`src/rtl/spi_master_byte.sv`:
```
// Byte-oriented SPI mode-0 master (CPOL=0, CPHA=0, MSB first) with a valid/ready
// byte stream in, one-cycle rx pulses out, and CS_n held across multi-byte frames.
module spi_master_byte #(
    parameter int unsigned CLK_DIV  = 4,
    parameter int unsigned CS_SETUP = 2,
    parameter int unsigned CS_HOLD  = 2
) (
    input  logic       clk,
    input  logic       rst,
    input  logic [7:0] tx_data,
    input  logic       tx_valid,
    input  logic       tx_last,
    output logic       tx_ready,
    output logic [7:0] rx_data,
    output logic       rx_valid,
    output logic       busy,
    output logic       SCK,
    output logic       MOSI,
    input  logic       MISO,
    output logic       CS_n
);

    localparam int unsigned MAX_AB = (CLK_DIV > CS_SETUP) ? CLK_DIV : CS_SETUP;
    localparam int unsigned MAX_C  = (MAX_AB > CS_HOLD) ? MAX_AB : CS_HOLD;
    localparam int unsigned CW     = $clog2(MAX_C + 1);

    typedef enum logic [2:0] {
        S_IDLE,
        S_SETUP,
        S_LOW,
        S_HIGH,
        S_DONE,
        S_WAIT,
        S_HOLD
    } state_t;

    state_t        state_q;
    logic [CW-1:0] cnt_q;
    logic [2:0]    bit_cnt_q;
    logic [7:0]    tx_q;
    logic [7:0]    rx_q;
    logic          last_q;
    logic          sck_q;
    logic          cs_n_q;
    logic [7:0]    rx_data_q;
    logic          rx_valid_q;
    logic          accept;

    assign tx_ready = (state_q == S_IDLE) || (state_q == S_WAIT);
    assign accept   = tx_valid && tx_ready;
    assign busy     = (state_q != S_IDLE);
    assign SCK      = sck_q;
    assign CS_n     = cs_n_q;
    assign rx_data  = rx_data_q;
    assign rx_valid = rx_valid_q;
    // MOSI is the MSB of the tx shift register; filling with 1s keeps the idle level high.
    assign MOSI     = tx_q[7];

    always_ff @(posedge clk) begin
        if (rst) begin
            state_q    <= S_IDLE;
            cnt_q      <= '0;
            bit_cnt_q  <= '0;
            tx_q       <= '1;
            rx_q       <= '0;
            last_q     <= 1'b0;
            sck_q      <= 1'b0;
            cs_n_q     <= 1'b1;
            rx_data_q  <= '0;
            rx_valid_q <= 1'b0;
        end else begin
            rx_valid_q <= 1'b0;
            case (state_q)
                S_IDLE: begin
                    if (accept) begin
                        tx_q    <= tx_data;
                        last_q  <= tx_last;
                        cs_n_q  <= 1'b0;
                        cnt_q   <= '0;
                        state_q <= S_SETUP;
                    end
                end
                S_SETUP: begin
                    if (cnt_q == CW'(CS_SETUP - 1)) begin
                        cnt_q     <= '0;
                        bit_cnt_q <= '0;
                        state_q   <= S_LOW;
                    end else begin
                        cnt_q <= cnt_q + CW'(1);
                    end
                end
                S_LOW: begin
                    if (cnt_q == CW'(CLK_DIV - 1)) begin
                        cnt_q   <= '0;
                        sck_q   <= 1'b1;
                        rx_q    <= {rx_q[6:0], MISO};
                        state_q <= S_HIGH;
                    end else begin
                        cnt_q <= cnt_q + CW'(1);
                    end
                end
                S_HIGH: begin
                    if (cnt_q == CW'(CLK_DIV - 1)) begin
                        cnt_q <= '0;
                        sck_q <= 1'b0;
                        if (bit_cnt_q == 3'd7) begin
                            state_q <= S_DONE;
                        end else begin
                            tx_q      <= {tx_q[6:0], 1'b1};
                            bit_cnt_q <= bit_cnt_q + 3'd1;
                            state_q   <= S_LOW;
                        end
                    end else begin
                        cnt_q <= cnt_q + CW'(1);
                    end
                end
                S_DONE: begin
                    rx_valid_q <= 1'b1;
                    rx_data_q  <= rx_q;
                    cnt_q      <= '0;
                    state_q    <= last_q ? S_HOLD : S_WAIT;
                end
                S_WAIT: begin
                    if (accept) begin
                        tx_q      <= tx_data;
                        last_q    <= tx_last;
                        cnt_q     <= '0;
                        bit_cnt_q <= '0;
                        state_q   <= S_LOW;
                    end
                end
                S_HOLD: begin
                    if (cnt_q == CW'(CS_HOLD - 1)) begin
                        cnt_q   <= '0;
                        cs_n_q  <= 1'b1;
                        tx_q    <= '1;
                        state_q <= S_IDLE;
                    end else begin
                        cnt_q <= cnt_q + CW'(1);
                    end
                end
                default: state_q <= S_IDLE;
            endcase
        end
    end

endmodule

```
`config.mk`:
```
export PLATFORM = sky130hd
export DESIGN_NAME = spi_master_byte
export DESIGN_NICKNAME = d
export VERILOG_FILES = /design/src/rtl/spi_master_byte.sv
export SDC_FILE = /design/constraint.sdc
export NUM_CORES = 1
export LEC_CHECK = 0
export BUFFER_PORTS_ARGS = -buffer_cell sky130_fd_sc_hd__buf_2
export CORE_UTILIZATION = 57
export DETAILED_ROUTE_END_ITERATION = 6
export HOLD_SLACK_MARGIN = 0.15
export PLACE_DENSITY = 0.79
export SLEW_MARGIN = 25
export SYNTH_ARGS = -nofsm -noshare
export SYNTH_HDL_FRONTEND = slang
export SYNTH_SLANG_ARGS = --single-unit
```
`constraint.sdc`:
```
create_clock -name clk -period 1.9 [get_ports clk]
set_input_delay 0 -clock clk [delete_from_list [all_inputs] [get_ports clk]]
set_output_delay 0 -clock clk [all_outputs]
set_load 0.01 [all_outputs]
```
; Word level (Yosys, flattened, before mapping)
; Cells that the tools add are included.
; Widths: inputs -> output; s select.
[word_totals]
out_inout_bits = 14
word_cells = 77
mem_bits_rw = 0
regBits = 37
input_bits = 13
latch_bits = 0
mem_bits_ro = 0
mem_count = 0
[op_classes]
muxes = 28
n_reduce_logical = 20
n_addsub = 2
shifts = 0
div_mod_pow = 0
multipliers = 0
order_cmp = 0
eq_ne = 17
n_bitwise = 0
[op_table]
columns = operator, n
row1 = $mux 3, 12
row2 = $mux 8, 4
row3 = $pmux 8 s3, 1
row4 = $pmux 3 s7, 1
row5 = $ne 2x2->1 const B, 7
row6 = $eq 3x3->1 const B, 4
row7 = $pmux 3 s4, 1
row8 = $reduce_and 5->1, 2
row9 = $eq 3x2->1 const B, 3
row10 = $pmux 3 s3, 1
row11 = $reduce_bool 3->1, 3
row12 = $add 3x1->3 const B, 2
row13 = $eq 3x1->1 const B, 2
row14 = $reduce_and 2->1, 3
row15 = $reduce_and 3->1, 2
row16 = $reduce_and 6->1, 1
row17 = $reduce_or 2->1, 3
row18 = $mux 1, 5
row19 = $pmux 1 s2, 2
row20 = $reduce_bool 2->1, 2
row21 = $reduce_bool 4->1, 1
row22 = $logic_not 3->1, 1
row23 = $mux 2, 1
row24 = $ne 2x1->1 const B, 1
row25 = 2 further kinds, 2

; Depth between registers and ports, before layout
; Gate-level depths: netlist of run 1.
[depth]
depth_word = 5
depth_mapped = 7
mapped_depth_nobuf = 6

; Least setup slack after synthesis of run 1
; OpenSTA, ideal clock, no wires.
[synth_path]
kind = reg2reg
startpoint = register cnt_q[0]
endpoint = register bit_cnt_q[1]
path_buffers = 0
arrival_ns = 1.673
slack_ns = 0.157
setup_ns = 0.070
path_stages_with_launch = 7
required_ns = 1.830
path_cell_list = dfxtp_1 ha_1 ha_1 nor2b_1 a211oi_1 or4b_1 a21oi_1
[synth_between]
elab_chain_len = 3
word_cells_on_any_way = 5
classes_between = 4 x eq/ne / 1 x reduce/logical
[synth_lines]
columns = item, line_no
row1 = start: declaration, 38  ; logic [CW-1:0] cnt_q;
row2 = start signal: assignment, 89  ; cnt_q <= cnt_q + CW'(1);
row3 = start signal: assignment, 99  ; cnt_q <= cnt_q + CW'(1);
row4 = start signal: assignment, 114  ; cnt_q <= cnt_q + CW'(1);
row5 = $eq 3x2->1 or $eq 3x1->1 (tied branches), "103, 84"
row6 = $ne 2x2->1 (no source line), -
row7 = $reduce_and 5->1 (no source line) (*), -
row8 = end signal: assignment, 110  ; bit_cnt_q <= bit_cnt_q + 3'd1;
row9 = end: declaration, 39  ; logic [2:0] bit_cnt_q;
; Every way passes the cells marked *; elsewhere a longest branch is shown, timed or not.
; A chain may end at the register's enable or synchronous reset.

; Worst setup path in the final report of run 1
[layout_path]
startpoint = register state_q[1]
endpoint = register tx_q[3]
[layout_between]
elab_chain_len = 5
word_cells_on_any_way = 14
classes_between = 7 x eq/ne / 1 x mux / 6 x reduce/logical
[layout_lines]
columns = item, line_no
row1 = start: declaration, 37  ; state_t state_q;
row2 = start signal: assignment, 121  ; state_q <= last_q ? S_HOLD : S_WAIT;
row3 = $eq 3x3->1 or $logic_not 3->1 (tied branches), "49, 73"
row4 = $logic_or 1x1->1, 49  ; assign tx_ready = (state_q == S_IDLE) || (state_q == S_WAIT);
row5 = $logic_and 1x1->1, 50  ; assign accept = tx_valid && tx_ready;
row6 = $ne 2x1->1 (no source line), -
row7 = $reduce_and 5->1 (no source line), -
row8 = end signal: assignment, 76  ; tx_q <= tx_data;
row9 = end signal: assignment, 109  ; tx_q <= {tx_q[6:0], 1'b1};
row10 = end signal: assignment, 125  ; tx_q <= tx_data;
row11 = end: declaration, 40  ; logic [7:0] tx_q;
; Several ways; a longest one is shown, not always the timed one.

==> metrics.md, run 1 <==
| Metric | Value |
|---|---|
| CP startpoint kind | `register` |
| Die area | `3921 µm²` |
| CP max stage cell | `dfxtp_1` |
| Layout cell share with drive strength beyond 1 | `0.2153` |
| Yosys top cell by area | `dfxtp_1` |
| Cell variety after synth | `48` |
| IO Port Bufs | `26` |
| Total Routing Usage GR | `0.2607` |
| Critical Path Fanout Max | `13` |
| Final hold viol count | `0` |
| Synth Register Bits | `37` |
| Placer Congestion | `0.8377` |
| Vias/cell | `5.775` |
| Synth Cell Area | `2095 µm²` |
| Postcts setup bufs | `0` |
| Die W | `62.62 µm` |
| Core footprint | `3416 µm²` |
| Starting Density | `0.6132` |
| Initial antenna violation count | `0` |
| Placed Cells | `314` |
| WHS | `0.4350 ns` |
| Required time worst endpoint | `2.19 ns` |
| Final Setup Violations | `0` |
| Global route total overflow | `0` |
| Worst Max-Slew Pin Slew | `0.5059 ns` |
| Clk root buf | `clkbuf_4` |
| DRC | `0` |
| CP Cell Sequence | `buf_4 -> nor3b_2 -> a311oi_1 -> a21o_1 -> buf_12 -> mux2i_1` |
| Asr flop ratio synth | `0` |
| Post-Route WL | `4721 µm` |
| Commonest cells post-synth | `37 x dfxtp_1, 30 x a21oi_1, 21 x nand2_1` |
| Finished Layout Cells | `334` |
| First-pass GRT wire length | `8217 µm` |
| Ports | `27` |
| # diodes | `0` |
| H-tree depth | `2` |
| Max cap viols | `0` |
| Share of the synthesized area in the top cell type | `0.3536` |
| Maximum clock frequency | `565.2 MHz` |
| Final net count | `306` |
| Most frequent cell after synthesis | `dfxtp_1` |
| Setup crit end kind | `register` |
| CTS tree | `yes` |
| Worst VDD drop | `727.1 µV` |
| Initial drt markers | `120` |
| Largest net degree at the start of global routing | `22` |
| CP peak stage delay | `0.62 ns` |
| Fin crit period | `1.769 ns` |
| Setup TNS | `0 ns` |
| HP Class | `in2reg` |
| Worst Clk Skew | `0.004713 ns` |
| Dominant synthesized flop cell | `dfxtp_1` |
| Slew HR | `0.6615` |
| CTS clk-pin slew, worst paths | `0.12 ns` |
| Static Leakage | `1.030 nW` |
| Pwr/cell area | `1184 nW/µm²` |
| EDFF count, synth | `0` |
| Vias in the first global route | `1863` |
| Area contributors post-synth | `dfxtp_1 35%, mux2i_1 7.6%, a21oi_1 7.2%` |
| Mapped Cells | `245` |
| Via count | `1929` |
| Rows | `21` |
| Die H | `62.62 µm` |
| RSZ-0062 raised after global routing | `no` |
| Clock sinks | `37` |
| Syn_nets | `264` |
| Sequential area share after synthesis | `0.3536` |
| TritonCTS Buffers | `5` |
| Part of the cycle the worst path needs | `0.9312` |
| Syn Area/Cell | `8.549 µm²` |
| Clock Path Buffers | `2` |
| Worst skew pair latency | `0.35 ns` |
| Avg WL per Cell | `14.13 µm` |
| Final slew viol count | `0` |
| Post-DRT Antenna Nets | `0` |
| Setup CP Type | `reg2reg` |
| Dpl hpwl | `2998 µm` |
| Worst EP arrival | `2.06 ns` |
| Status | `finished, final reports clean` |
| Area delta synth->final | `18.16%` |
| Yosys warning count | `0` |
| DR pass1 iterations | `4` |
[repair_timing]
item                                    in CTS  in global routing
resized for setup                            0                  2
endpoints found under the hold margin       14                  0
hold buffers                                12                  0
endpoints found under the setup margin       0                  3
[per-layer routing]
layer	up-vias	track usage	routed length, µm
met2	49	0.4280	2198
met4	0	0.1628	157
met5	-	0	0
met1	903	0.3107	2178
met3	14	0.05109	188
li1	963	-	-
[where the power goes]
part           internal, W  total (W)  switching (W)
combinational     0.000697    0.00142       0.000726
clock             0.000146   0.000440       0.000293
sequential        0.000917    0.00107       0.000152
[flip-flops by register name (all words and copies together), names as in the netlist]
register / count
state_q: 3
last_q: 1
bit_cnt_q: 3
rx_valid: 1
rx_q: 8
cnt_q: 3
CS_n: 1
SCK: 1
rx_data: 8
tx_q: 8
[area by class of cell]
cell class	instances	area, µm²
inverter	7	26.28
multi-input combinational	180	1194
timing repair buffer	56	397.9
sequential	37	740.7
clock inverter	3	21.27
clock buffer	5	37.54
tap	46	57.56
fill	273	940.9
[per-stage QoR]
stage | worst slack [ns] | util | instance area (µm²) | total power, W
finish | 0.1307 | 0.7245 | 2475 | 0.002930
global route | 0.008308 | 0.7245 | 2475 | 0.003140
CTS | 0.09402 | 0.7223 | 2467 | 0.002902
detailed placement | 0.1339 | 0.6700 | 2288 | 0.002446
global placement | 0.1775 | 0.6700 | 2288 | 0.002427
floorplan | 0.1572 | - | 2095 | 0.002094
[cell usage in the layout (no fill, tap or decap), drive strengths merged, types with 8 or more instances in the layout]
| cell | netlist | routed |
|---|---|---|
| a21oi | 30 | 30 |
| buf | 12 | 44 |
| dfxtp | 37 | 37 |
| dlygate4sd3 | 0 | 12 |
| inv | 7 | 8 |
| mux2i | 16 | 16 |
| nand2 | 21 | 21 |
| nand2b | 10 | 10 |
| nand3 | 12 | 12 |
| nand3b | 9 | 9 |
| nor2 | 20 | 20 |
[path summary, 6_finish.rpt]
kind / from / to / slack, ns / cells after the start
worst max-delay path: state_q[1]$_SDFFE_PP0P_ / tx_q[3]$_SDFFE_PP1P_ / 0.13 / 6
worst min-delay path: MISO / rx_q[0]$_SDFFE_PP0P_ / 0.44 / 4
worst max register to register: state_q[1]$_SDFFE_PP0P_ / tx_q[3]$_SDFFE_PP1P_ / 0.13 / 6
worst min register to register: rx_q[7]$_SDFFE_PP0P_ / rx_q[7]$_SDFFE_PP0P_ / 0.47 / 2
[cells by family (layout without fill, tap and decap cells)]
logic type      after synthesis  count (layout)  synth area share
mux                          16              16           0.07646
compound gates               66              66            0.2145
fa+ha+maj                     6               6           0.03584
simple gates                 91              91            0.2354
xor+xnor                      1               1          0.004182
buf+inv                      28              71           0.08005
flops                        37              37            0.3536
[critical path: cells and delay by family, from the launching register on]
kind,cells,cell delay (ns)
AO/OA/AOI/OAI,2,0.46
flip-flops,1,0.62
multiplexers,1,0.19
AND/OR/NAND/NOR,1,0.05
buffers and inverters,2,0.39
Note: power is estimated with default switching activity, not from simulation.
==> run 2, diff against run 1 <==
--- a/config.mk
+++ b/config.mk
@@ -5,9 +5,9 @@
 export SDC_FILE = /design/constraint.sdc
 export NUM_CORES = 1
 export LEC_CHECK = 0
-export BUFFER_PORTS_ARGS = -buffer_cell sky130_fd_sc_hd__buf_2
-export CORE_UTILIZATION = 57
+export CORE_UTILIZATION = 63
 export DETAILED_ROUTE_END_ITERATION = 6
+export DONT_BUFFER_PORTS = 1
 export HOLD_SLACK_MARGIN = 0.15
 export PLACE_DENSITY = 0.79
 export SLEW_MARGIN = 25
==> run 2 against run 1 <==
Clock skew rose by 0.011 ns. Global-route usage rose by 2.8 points. Register-to-register slack barely moved. Wire length rose by 5.8%. Design area fell by 4.4%. Combinational power fell by 4%. Utilization rose by 3.8 points. Final cell count fell by 8.7%. Highest routed layer unchanged. Power rose by 3.1%. Via count fell by 2.3%. Critical path depth did not move. Worst hold slack got worse by 0.11 ns.
==> metrics.md, run 2 (synthesized netlist as in run 1, its figures left out) <==
| Metric | Value |
|---|---|
| Status | `finished, final reports clean` |
| Clock Path Buffers | `2 (unchanged)` |
| Worst Max-Slew Pin Slew | `0.5319 ns (+0.02604 ns)` |
| Worst VDD drop | `859.2 µV (+18%)` |
| Final net count | `279 (-8.8%)` |
| Highest-count cells in the layout ignoring fill and taps | `35 x dfxtp_1, 30 x a21oi_1, 21 x nand2_1` |
| DR pass1 iterations | `6 (+2)` |
| IO Port Bufs | `0 (-100%)` |
| CP startpoint kind | `register` |
| Switching Power | `0.001190 W (+1.6%)` |
| Die W | `59.66 µm (-4.7%)` |
| Maximum clock frequency | `566.1 MHz (+0.17%)` |
| Worst Clk Skew | `0.01550 ns (+0.01079 ns)` |
| Die H | `59.66 µm (-4.7%)` |
| Total Routing Usage GR | `0.2885 (+0.02786)` |
| Part of the cycle the worst path needs | `0.9297 (-0.001578)` |
| Overall power | `0.003020 W (+3.1%)` |
| Met2 usage | `0.4698 (+0.04185)` |
| Met1 Use GR | `0.3577 (+0.04707)` |
| Core footprint | `3103 µm² (-9.2%)` |
| # diodes | `0 (unchanged)` |
| Largest net degree at the start of global routing | `40 (+82%)` |
| H-tree depth | `2 (unchanged)` |
| Reg area | `743.2 µm² (+0.34%)` |
| Vias/cell | `6.177 (+7.0%)` |
| Via count | `1884 (-2.3%)` |
| Critical Path Fanout Max | `4 (-9)` |
| HP Class | `in2reg` |
| DRC | `0 (unchanged)` |
| Die area | `3559 µm² (-9.2%)` |
| Initial drt markers | `138 (+15%)` |
| Clock Power Share | `0.188 (+0.038)` |
| Final hold viol count | `0 (unchanged)` |
| Ports | `27 (unchanged)` |
| Vias in the first global route | `1696 (-9.0%)` |
| Multi-input logic area | `1194 µm² (unchanged)` |
| Placer Congestion | `0.9114 (+8.8%)` |
| TritonCTS Buffers | `5 (unchanged)` |
| Met3 Track Usage GR | `0.09307 (+0.04198)` |
| Layout cell share with drive strength beyond 1 | `0.1379 (-0.07735)` |
| Post-DRT Antenna Nets | `0 (unchanged)` |
| Rows | `20 (-4.8%)` |
| Postcts setup bufs | `0 (unchanged)` |
| Final slew viol count | `0 (unchanged)` |
| First-pass GRT wire length | `7534 µm (-8.3%)` |
| Clk root buf | `clkbuf_4` |
| Avg WL per Cell | `16.37 µm (+16%)` |
| Worst skew pair latency | `0.36 ns (about the same)` |
| Seq pwr share | `0.359 (-0.006)` |
| Gr busiest metal | `met2` |
| Commonest non-fill, non-tap cell in the layout | `dfxtp_1` |
| Pint | `0.001830 W (+4.0%)` |
| Slew HR | `0.6441 (-0.01743)` |
| Fin crit period | `1.766 ns (-0.002998 ns)` |
| Net Sw Frac | `0.3941 (-0.005454)` |
| Combinational Power Share | `0.453 (-0.032)` |
| Layout fillers | `263 (-3.7%)` |
| Clock sinks | `37 (unchanged)` |
| Post-Route WL | `4994 µm (+5.8%)` |
| Area delta synth->final | `12.90%` |
| RSZ-0062 raised after global routing | `no` |
| Required time worst endpoint | `2.19 ns (about the same)` |
| Setup TNS | `0 ns (unchanged)` |
| Worst EP arrival | `2.05 ns (about the same)` |
| Setup CP Type | `reg2reg` |
| Setup crit end kind | `register` |
| Global route total overflow | `0 (unchanged)` |
| Dpl hpwl | `3215 µm (+7.2%)` |
| Initial antenna violation count | `0 (unchanged)` |
| Pwr/cell area | `1277 nW/µm² (+7.9%)` |
| Max cap viols | `0 (unchanged)` |
| Final Setup Violations | `0 (unchanged)` |
| CTS clk-pin slew, worst paths | `0.13 ns (about the same)` |
| Starting Density | `0.6750 (+0.06181)` |
| CTS tree | `yes` |
| Static Leakage | `0.9186 nW (-11%)` |
==> run 2: cell types whose count changed in the layout (fill, tap and decap cells not counted) <==
| cell | delta |
|---|---|
| dfxtp_2 | +2 |
| dfxtp_1 | -2 |
| clkinv_2 | -1 |
| clkinv_4 | +1 |
| bufinv_16 | +1 |
| inv_6 | -1 |
| buf_2 | -26 |
| dlygate4sd3_1 | +1 |
| buf_4 | -2 |
==> run 2: per-layer routing <==
layer  wire length (µm)  share of wire
met4                 80          0.016
met2               2481           0.50
met5                  0              0
met1               2154           0.43
met3                277          0.055
==> run 2: worst paths after layout <==
check,to,start,cells past startpoint,slack (ns)
worst min-delay path,tx_q[0]$_SDFFE_PP1P_,tx_valid,5,0.32
worst min register to register,rx_q[7]$_SDFFE_PP0P_,rx_q[7]$_SDFFE_PP0P_,2,0.48
worst max register to register,bit_cnt_q[1]$_SDFFE_PP0P_,cnt_q[0]$_SDFFE_PP0P_,6,0.13
worst max-delay path,bit_cnt_q[1]$_SDFFE_PP0P_,cnt_q[0]$_SDFFE_PP0P_,6,0.13
==> run 2: power groups by stage <==
stage	Clock (W)	Sequential (W)	Combinational (W)
finish	0.000567	0.00109	0.00137
detailed placement	0	0.00109	0.00127
CTS	0.000583	0.00107	0.00133
floorplan	0	0.00102	0.00107
global route	0.000611	0.00110	0.00146
global placement	0	0.00108	0.00122
==> run 2: critical path, cell delays in order (launching register included) <==
cell	delay, ns
dfxtp_2	0.37
ha_1	0.17
ha_1	0.20
nor2b_2	0.20
a211oi_2	0.10
or4b_1	0.53
a21oi_1	0.14
==> run 2: area by class of cell <==
type / instances / area share
tap: 44 / 0.02328
clock inverter: 3 / 0.01958
clock buffer: 5 / 0.01587
inverter: 7 / 0.01111
timing repair buffer: 29 / 0.1111
multi-input combinational: 180 / 0.5048
sequential: 37 / 0.3143
==> run 2: timing repair <==
| item | CTS | global route |
|---|---|---|
| endpoints found under the setup margin | 0 | 9 |
| resized for setup | 0 | 4 |
| endpoints found under the hold margin | 37 | 0 |
| hold buffers | 14 | 0 |
==> run 2: through the flow <==
stage	utilization	hold slack (ns)	worst slack, ns	std cells	instance area [µm²]
global placement	0.6835	0.07266	0.1972	283	2121
floorplan	-	0.1333	0.1572	245	2095
finish	0.7621	0.3208	0.1337	305	2365
CTS	0.7589	0.3083	0.06274	305	2355
detailed placement	0.6835	0.07456	0.08515	283	2121
global route	0.7621	0.3234	0.01676	305	2365
==> run 3, diff against run 2 <==
--- a/config.mk
+++ b/config.mk
@@ -5,11 +5,10 @@
 export SDC_FILE = /design/constraint.sdc
 export NUM_CORES = 1
 export LEC_CHECK = 0
-export CORE_UTILIZATION = 63
+export CORE_UTILIZATION = 40
 export DETAILED_ROUTE_END_ITERATION = 6
 export DONT_BUFFER_PORTS = 1
 export HOLD_SLACK_MARGIN = 0.15
-export PLACE_DENSITY = 0.79
 export SLEW_MARGIN = 25
 export SYNTH_ARGS = -nofsm -noshare
 export SYNTH_HDL_FRONTEND = slang
==> constraint.sdc (replaced) <==
create_clock -name clk -period 1.8 [get_ports clk]
set_input_delay 0 -clock clk [delete_from_list [all_inputs] [get_ports clk]]
set_output_delay 0 -clock clk [all_outputs]
set_load 0.01 [all_outputs]
==> run 3 against run 2 <==
Sequential cell count is the same. Clock power grew 6.0%. Wire length shrank 5.7%. First-iteration DRC count shrank 12%. Maximum frequency grew 2.2%. Largest cell class unchanged. Highest routed layer unchanged.
==> metrics.md, run 3 (synthesized netlist as in run 1, its figures left out) <==
| Metric | Value |
|---|---|
| Status | `finished, final reports clean` |
| Part of the cycle the worst path needs | `0.9602 (+0.03052)` |
| Layout cell share with drive strength beyond 1 | `0.1641 (+0.02619)` |
| Worst hold path startpoint | `tx_valid` |
| Worst Max-Slew Pin Slew | `0.5610 ns (+0.02914 ns)` |
| Required time worst endpoint | `2.02 ns (-0.17 ns)` |
| Layout fillers | `480 (+83%)` |
| Clock sinks | `37 (unchanged)` |
| Initial drt markers | `121 (-12%)` |
| Die W | `74.36 µm (+25%)` |
| Fin crit period | `1.728 ns (-0.03803 ns)` |
| Max cap viols | `0 (unchanged)` |
| Worst skew pair latency | `0.29 ns (-0.07 ns)` |
| Final net count | `280 (+0.36%)` |
| Die area | `5529 µm² (+55%)` |
| Ports | `27 (unchanged)` |
| Clk root buf | `clkbuf_8` |
| Global route total overflow | `0 (unchanged)` |
| Hold path depth | `4 (-1)` |
| CTS tree | `yes` |
| Combinational Power Share | `0.463 (+0.010)` |
| HP Class | `in2reg` |
| Core footprint | `4880 µm² (+57%)` |
| Seq pwr share | `0.351 (-0.008)` |
| Critical Path Fanout Max | `4 (unchanged)` |
| Dpl hpwl | `2965 µm (-7.8%)` |
| Post-Route WL | `4711 µm (-5.7%)` |
| Clock Path Buffers | `2 (unchanged)` |
| Final Setup Violations | `0 (unchanged)` |
| Met1 WL | `2361 µm (+9.6%)` |
| Top Layer Used | `met4` |
| Placer Congestion | `0.7929 (-13%)` |
| Switching Power | `0.001241 W (+4.3%)` |
| Net Sw Frac | `0.3857 (-0.008367)` |
| Vias in the first global route | `1637 (-3.5%)` |
| TritonCTS Buffers | `5 (unchanged)` |
| Initial antenna violation count | `0 (unchanged)` |
| Rows | `25 (+25%)` |
| Avg WL per Cell | `14.32 µm (-13%)` |
| Worst r2r path cells | `6 (unchanged)` |
| Met3 wire len | `189 µm (-32%)` |
| Vias/cell | `5.371 (-13%)` |
| Pwr/cell area | `1313 nW/µm² (+2.8%)` |
| Die H | `74.36 µm (+25%)` |
| Area delta synth->final | `17.08%` |
| Maximum clock frequency | `578.6 MHz (+2.2%)` |
| Via count | `1767 (-6.2%)` |
| WHS | `0.1663 ns (-0.1544 ns)` |
| Slew HR | `0.6246 (-0.01950)` |
| Setup TNS | `0 ns (unchanged)` |
| Largest net degree at the start of global routing | `40 (unchanged)` |
| Reg-to-Reg Start | `cnt_q[0]$_SDFFE_PP0P_` |
| Final slew viol count | `0 (unchanged)` |
| Pint | `0.001977 W (+8.1%)` |
| Met2 wire length | `2151 µm (-13%)` |
| Static Leakage | `0.9300 nW (+1.2%)` |
| Setup CP Type | `reg2reg` |
| RSZ-0062 raised after global routing | `no` |
| # diodes | `0 (unchanged)` |
| CP startpoint kind | `register` |
| Final hold viol count | `0 (unchanged)` |
| CP startpoint | `cnt_q[0]$_SDFFE_PP0P_` |
| DRC | `0 (unchanged)` |
| IO Port Bufs | `0 (unchanged)` |
| Commonest non-fill, non-tap cell in the layout | `dfxtp_1` |
| DR pass1 iterations | `4 (-2)` |
| H-tree depth | `2 (unchanged)` |
| First-pass GRT wire length | `7783 µm (+3.3%)` |
| Setup crit end kind | `register` |
| Clock Power Share | `0.187 (about the same)` |
| Worst VDD drop | `645.4 µV (-25%)` |
| Total Routing Usage GR | `0.1819 (-0.1066)` |
| Starting Density | `0.4292 (-0.2458)` |
| Highest-count cells in the layout ignoring fill and taps | `35 x dfxtp_1, 28 x a21oi_1, 21 x nand2_1` |
| Overall power | `0.003219 W (+6.6%)` |
| Worst Clk Skew | `0.01061 ns (-0.004893 ns)` |
| Worst EP arrival | `1.95 ns (-0.10 ns)` |
| CTS clk-pin slew, worst paths | `0.09 ns (-0.04 ns)` |
| Post-DRT Antenna Nets | `0 (unchanged)` |
-- run 3: cell types whose count changed in the layout (fill, tap and decap cells not counted), moves of 2 or more --
cell	change
a21oi_1	-2
a21oi_2	+2
buf_12	+2
clkbuf_4	-5
clkbuf_8	+5
ha_1	-2
ha_2	+2
-- run 3: routing by layer --
metal	up-vias	global-route usage
met1	814	0.2593
li1	912	-
met3	2	0.04878
met4	0	0.03983
met5	-	0
met2	39	0.2743
-- run 3: worst paths after layout --
path,endpoint,slack (ns)
hold / removal,cnt_q[0]$_SDFFE_PP0P_,0.17
setup / recovery,bit_cnt_q[1]$_SDFFE_PP0P_,0.07
hold reg to reg,rx_q[7]$_SDFFE_PP0P_,0.46
setup reg to reg,bit_cnt_q[1]$_SDFFE_PP0P_,0.07
-- run 3: area by class of cell --
class,instances,area [µm²],share of cell area
multi-input combinational,180,1212,0.4944
sequential,37,743.2,0.3031
timing repair buffer,30,296.5,0.1209
tap,67,83.83,0.03418
clock buffer,5,68.82,0.02806
inverter,7,26.28,0.01071
clock inverter,3,21.27,0.008673
-- run 3: metrics by stage --
| step | util | setup slack [ns] | instances | area, µm² |
|---|---|---|---|---|
| after floorplan | - | 0.05718 | 245 | 2095 |
| after global placement | 0.4487 | 0.07883 | 308 | 2190 |
| after detailed placement | 0.4487 | 0.03311 | 308 | 2190 |
| after CTS | 0.4959 | 0.006688 | 329 | 2420 |
| after global routing | 0.5026 | 0.008042 | 329 | 2452 |
| final | 0.5026 | 0.07169 | 329 | 2452 |
-- run 3: worst max-delay path, cell delays in order, from the launching register on --
cell      delay (ns)
dfxtp_2         0.36
ha_2            0.18
ha_1            0.17
nor2b_4         0.16
a211oi_2        0.08
or4b_1          0.56
a21oi_2         0.15
-- run 3: power groups by stage --
stage          combinational (W)  sequential (W)  clock [W]
6_report                 0.00149         0.00113   0.000601
5_1_grt                  0.00164         0.00115   0.000662
4_1_cts                  0.00147         0.00112   0.000620
3_5_place_dp             0.00142         0.00114          0
3_3_place_gp             0.00142         0.00114          0
2_1_floorplan            0.00113         0.00108          0
-- run 3: timing repair --
item | 4_1_cts | 5_1_grt
gates resized for setup | 0 | 11
endpoints found under the hold margin | 37 | 0
buffers inserted | 0 | 0
hold buffers | 13 | 0
endpoints found under the setup margin | 0 | 17
